$ cat src/rtl/pi_pkg.sv
// Shared definitions for the servo PI datapath: default widths, integrator
// clamp limits, per-channel command encoding and the saturating clamp helper.
package pi_pkg;

  localparam int YW_DEF    = 9;
  localparam int IW_DEF    = 17;
  localparam int I_MAX_DEF = 65535;
  localparam int I_MIN_DEF = -65536;

  // Working width of the clamp helper; any IW+1 up to PW fits after sign extension.
  localparam int PW = 32;

  // One-hot per-channel command, already priority-resolved by the caller.
  typedef struct packed {
    logic clr;
    logic load;
    logic save;
  } cmd_t;

  // Returns {sat, clamped}; sat is set when value had to be limited.
  function automatic logic [PW:0] sat_clamp(input logic signed [PW-1:0] value,
                                            input logic signed [PW-1:0] max,
                                            input logic signed [PW-1:0] min);
    if (value > max)      return {1'b1, max};
    else if (value < min) return {1'b1, min};
    else                  return {1'b0, value};
  endfunction

endpackage

$ cat src/rtl/pi_chan_state.sv
// State of one servo channel: output history taps, saturated integrator,
// clamp flag and history fill count.
module pi_chan_state
  import pi_pkg::*;
#(
  parameter int DEPTH = 2,
  parameter int YW    = YW_DEF,
  parameter int IW    = IW_DEF,
  parameter int I_MAX = I_MAX_DEF,
  parameter int I_MIN = I_MIN_DEF,
  localparam int FW   = $clog2(DEPTH + 1)
) (
  input  logic                   clk,
  input  logic                   rst,
  input  cmd_t                   cmd,
  input  logic signed [YW-1:0]   yk,
  input  logic signed [IW:0]     ik,
  input  logic signed [IW-1:0]   ld_val,
  output logic [DEPTH*YW-1:0]    taps,
  output logic signed [IW-1:0]   istate,
  output logic                   sat,
  output logic [FW-1:0]          fill
);

  logic signed [YW-1:0] tap [DEPTH];
  logic signed [PW-1:0] ik_ext;
  logic [PW:0]          clamp_r;

  assign ik_ext  = {{(PW-IW-1){ik[IW]}}, ik};
  assign clamp_r = sat_clamp(ik_ext, I_MAX, I_MIN);

  always_ff @(posedge clk) begin
    if (rst || cmd.clr) begin
      for (int j = 0; j < DEPTH; j++) tap[j] <= '0;
      istate <= '0;
      sat    <= 1'b0;
      fill   <= '0;
    end else if (cmd.load) begin
      istate <= ld_val;
      sat    <= 1'b0;
    end else if (cmd.save) begin
      tap[0] <= yk;
      for (int j = 1; j < DEPTH; j++) tap[j] <= tap[j-1];
      istate <= clamp_r[IW-1:0];
      sat    <= clamp_r[PW];
      // Fill saturates at DEPTH so it never wraps on long runs.
      if (fill != FW'(DEPTH)) fill <= fill + FW'(1);
    end
  end

  always_comb begin
    taps = '0;
    for (int j = 0; j < DEPTH; j++) taps[j*YW +: YW] = tap[j];
  end

endmodule

$ cat src/rtl/pi_state_bank.sv
// Multi-channel PI state store: decodes save/load/clr onto one channel and
// presents the selected channel's state through a registered read port.
module pi_state_bank
  import pi_pkg::*;
#(
  parameter int NCH   = 4,
  parameter int DEPTH = 2,
  parameter int YW    = YW_DEF,
  parameter int IW    = IW_DEF,
  parameter int I_MAX = I_MAX_DEF,
  parameter int I_MIN = I_MIN_DEF,
  localparam int CW   = (NCH > 1) ? $clog2(NCH) : 1,
  localparam int FW   = $clog2(DEPTH + 1)
) (
  input  logic                  clk,
  input  logic                  rst,
  input  logic                  save,
  input  logic                  load,
  input  logic                  clr,
  input  logic [CW-1:0]         ch,
  input  logic signed [YW-1:0]  yk,
  input  logic signed [IW:0]    ik,
  input  logic signed [IW-1:0]  ld_val,
  input  logic [CW-1:0]         rd_ch,
  output logic [DEPTH*YW-1:0]   y_hist,
  output logic signed [IW-1:0]  ik1,
  output logic                  sat,
  output logic [FW-1:0]         fill,
  output logic                  hist_full
);

  logic [DEPTH*YW-1:0]  taps_a [NCH];
  logic signed [IW-1:0] istate_a [NCH];
  logic                 sat_a [NCH];
  logic [FW-1:0]        fill_a [NCH];

  logic ch_ok;
  assign ch_ok = (int'(ch) < NCH);

  for (genvar c = 0; c < NCH; c++) begin : g_chan
    logic sel;
    cmd_t cmd;
    assign sel      = ch_ok && (ch == CW'(c));
    assign cmd.clr  = sel && clr;
    assign cmd.load = sel && load && !clr;
    assign cmd.save = sel && save && !clr && !load;

    pi_chan_state #(
      .DEPTH (DEPTH),
      .YW    (YW),
      .IW    (IW),
      .I_MAX (I_MAX),
      .I_MIN (I_MIN)
    ) u_chan (
      .clk    (clk),
      .rst    (rst),
      .cmd    (cmd),
      .yk     (yk),
      .ik     (ik),
      .ld_val (ld_val),
      .taps   (taps_a[c]),
      .istate (istate_a[c]),
      .sat    (sat_a[c]),
      .fill   (fill_a[c])
    );
  end

  // Read mux: out-of-range rd_ch falls through to the zero defaults.
  logic [DEPTH*YW-1:0]  y_mux;
  logic signed [IW-1:0] i_mux;
  logic                 s_mux;
  logic [FW-1:0]        f_mux;

  always_comb begin
    y_mux = '0;
    i_mux = '0;
    s_mux = 1'b0;
    f_mux = '0;
    for (int c = 0; c < NCH; c++) begin
      if (int'(rd_ch) == c) begin
        y_mux = taps_a[c];
        i_mux = istate_a[c];
        s_mux = sat_a[c];
        f_mux = fill_a[c];
      end
    end
  end

  // Output register stage: samples pre-write state, giving read-before-write.
  always_ff @(posedge clk) begin
    if (rst) begin
      y_hist    <= '0;
      ik1       <= '0;
      sat       <= 1'b0;
      fill      <= '0;
      hist_full <= 1'b0;
    end else begin
      y_hist    <= y_mux;
      ik1       <= i_mux;
      sat       <= s_mux;
      fill      <= f_mux;
      hist_full <= (f_mux == FW'(DEPTH));
    end
  end

endmodule

$ cat config.mk
export PLATFORM = sky130hd
export DESIGN_NAME = pi_state_bank
export DESIGN_NICKNAME = d
export VERILOG_FILES = /design/src/rtl/pi_pkg.sv /design/src/rtl/pi_chan_state.sv /design/src/rtl/pi_state_bank.sv
export SDC_FILE = /design/constraint.sdc
export NUM_CORES = 1
export LEC_CHECK = 0
export ABC_CLOCK_PERIOD_IN_PS = 3700
export BUFFER_PORTS_ARGS = -buffer_cell sky130_fd_sc_hd__buf_4
export CAP_MARGIN = 30
export CORE_MARGIN = 2
export CORE_UTILIZATION = 50
export CTS_CLUSTER_SIZE = 14
export DETAILED_ROUTE_END_ITERATION = 16
export GPL_ROUTABILITY_DRIVEN = 0
export PLACE_DENSITY = 0.7
export SYNTH_ARGS = -nofsm -noshare
export SYNTH_HDL_FRONTEND = slang
export SYNTH_SLANG_ARGS = --single-unit
$ cat constraint.sdc
create_clock -name clk -period 3.7 [get_ports clk]
set_input_delay 0.37 -clock clk [delete_from_list [all_inputs] [get_ports clk]]
set_output_delay 0.37 -clock clk [all_outputs]
set_load 0.01 [all_outputs]
==> metrics.txt <==
Die X=approximately 130 µm; Setup CP Type=primary input to register; Detailed Place HPWL=approximately 13,000 µm; HP Class=primary input to register; power density of the placed cells=466.6 nW/µm²; EDFF count, synth=72; Post-synth ARST share=0; first-pass GRT wire length=33,150 µm; Nets=903; status=completed; dominant cell type by area after synthesis=dfxtp_1; diode count=0; Total Wirelength=~21,000 µm; ys flop type=dfxtp_1; Commonest cells post-synth=119 x dfxtp_1, 110 x nand2_1, 73 x and2_1; grt total ovfl=0; TritonCTS Buffers=17; Post-Place Worst Slack=between 1 and 1.5 ns; max capacitance violation total=0; Routed WL per cell=19.10 µm; Critical Path Fanout Max=a little over 50; Yosys top cell area share=0.2793; period utilization=0.5855; H-tree Lvls=4; sequential share of the synthesized area=0.5328; post-CTS sizing=0; Post-CTS Setup Inserts=0; share of layout cells above drive strength 1=0.2282; Synth Cell Area=between 8000 and 9000 µm²; R2R setup slack=2.30 ns; Chip Height=134.6 µm; final hold violations=0; largest net degree at the start of global routing=52; P_leak=3.805 nW; Max rail drop VDD=~0.00035 V; clk_lat worst skew=0.44 ns; min cycle time layout=~2.2 ns; Synth Area per Inst=10.96 µm²; Mapped Nets=around 840; drt pass-1 iters=5; top-count cell post-synth=dfxtp_1; setup TNS=0 ns; # clock sinks=191; final setup skew=~0.0085 ns; Max Buffers Root-to-Sink=2; Global Route Usage Sum=0.2379; CTS Hold Bufs=0; Max Slew Vio Count=0; starting density of the core=0.5125; Core Area=between 15,000 and 20,000 µm²; Worst-Margin Slew=between 1 and 1.5 ns; count of cell types in the netlist=48; antenna violations before repair=0; Root Buffer=clkbuf_16; Post-route DRC=0; # port buffers=91; synth-to-layout area growth=16.24%; Detail Route Antenna Nets=0; final setup vio count=0; # IOs=92; TritonCTS clock tree=done; YS warnings=0; number of global-route vias before repair=between 6,000 and 7,000; via/cell ratio=5.829; clock slew at reported path FFs=0.07 ns; via count=6,290; Area contributors post-synth=dfxtp_1 28%, edfxtp_1 25%, mux4_2 10%, and2_1 5.4%, nand2_1 4.8%; DIE AREA=18,120 µm²; Syn Inst Count=between 700 and 800; unrepaired setup endpoints after global routing=no; worst hold slack=0.2241 ns; #FFs+latches synth=~190; Rel. slew slack=0.3087; CP required=roughly 3.7 ns; critical path arrival=around 2.1 ns; fmax=~460 MHz; worst setup margin=1.534 ns; DRT iter0 DRCs=slightly above 500; Critical Path Source Type=primary input; critical path capture point type=register; num rows=47
[sequential cells by signal, summed over array words and instances (netlist names)]
name                  count
sat                       1
g_chan.u_chan.tap        72
g_chan.u_chan.sat         4
g_chan.u_chan.fill        8
y_hist                   18
g_chan.u_chan.istate     68
hist_full                 1
ik1                      17
fill                      2
[cells in the final DEF (no fill, tap or decap), types with 2 or more instances in the layout]
cell type,Yosys,layout
a211oi_1,7,7
a21o_1,5,5
a21oi_1,35,35
a21oi_2,4,4
a221oi_1,3,3
a31oi_1,34,34
and2_1,73,73
and4bb_2,2,2
buf_4,6,101
clkbuf_16,0,18
clkinv_4,0,2
dfxtp_1,119,119
edfxtp_1,72,72
ha_1,4,4
inv_1,6,6
inv_6,0,5
inv_8,0,4
mux2i_1,4,4
mux4_2,38,38
nand2_1,110,110
nand2b_1,3,3
nor2_1,23,23
nor2_2,7,7
nor2b_1,43,43
nor3_1,5,5
nor3_2,4,4
nor3_4,3,3
o211a_1,3,3
o211ai_1,3,3
o21a_1,25,25
o21ai_0,70,67
o21ai_1,2,5
xnor2_1,4,4
[kinds of logic after synthesis]
group / after synthesis / synth area share
AOI/OAI and AO/OA: 193 / 0.1357
xor gates and xnor gates: 5 / 0.005134
adders and majority gates: 4 / 0.005868
buffers and inverters: 59 / 0.03432
DFF: 191 / 0.5328
muxes: 42 / 0.1050
and+or+nand+nor: 284 / 0.1812
[stage by stage]
stage | power [mW] | cell area (µm²) | utilization | std cells
2_1_floorplan | 2.641 | 8529 | - | 778
3_5_place_dp | 2.821 | 9320 | 0.5600 | 1047
5_1_grt | 4.786 | 9915 | 0.5957 | 1079
4_1_cts | 4.650 | 9915 | 0.5957 | 1079
6_report | 4.626 | 9915 | 0.5957 | 1079
3_3_place_gp | 2.799 | 9293 | 0.5584 | 1046
[path summary, 6_finish.rpt]
| kind | startpoint | to | cells past startpoint |
|---|---|---|---|
| worst max-delay path | rst | g_chan[0].u_chan.tap[0][17] | 3 |
| worst min-delay path | ld_val[15] | g_chan[2].u_chan.istate[15] | 3 |
| worst min register to register | g_chan[0].u_chan.fill[1] | g_chan[0].u_chan.fill[1] | 2 |
| worst max register to register | g_chan[0].u_chan.fill[0] | g_chan[0].u_chan.fill[1] | 5 |
[cell type report]
type / instances / area, µm²
Inverter: 6 / 22.52
Tap cell: 220 / 275.3
Timing Repair Buffer: 102 / 785.8
Sequential cell: 191 / 4544
Clock inverter: 13 / 140.1
Fill cell: 1381 / 6728
Multi-Input combinational cell: 528 / 3692
Clock buffer: 19 / 454.2
[critical path, cell delays in order]
cell and delay, ns:
buf_4 0.31, a21oi_2 0.68, nand2_1 0.76
[where the power goes]
part           internal, mW  switching (mW)  leakage [nW]
sequential             2.28          0.0403          1.71
clock                 0.998           0.852         0.294
combinational         0.199           0.259          1.80
[per-layer routing]
layer | GRT usage | wire, µm | up-vias
li1 | - | - | 2927
met1 | 0.3028 | 8441 | 3050
met2 | 0.4008 | 10330 | 278
met3 | 0.05068 | 1506 | 35
met4 | 0.09006 | 323 | 0
met5 | 0 | 0 | -
Power figures use the tool's default switching activity.
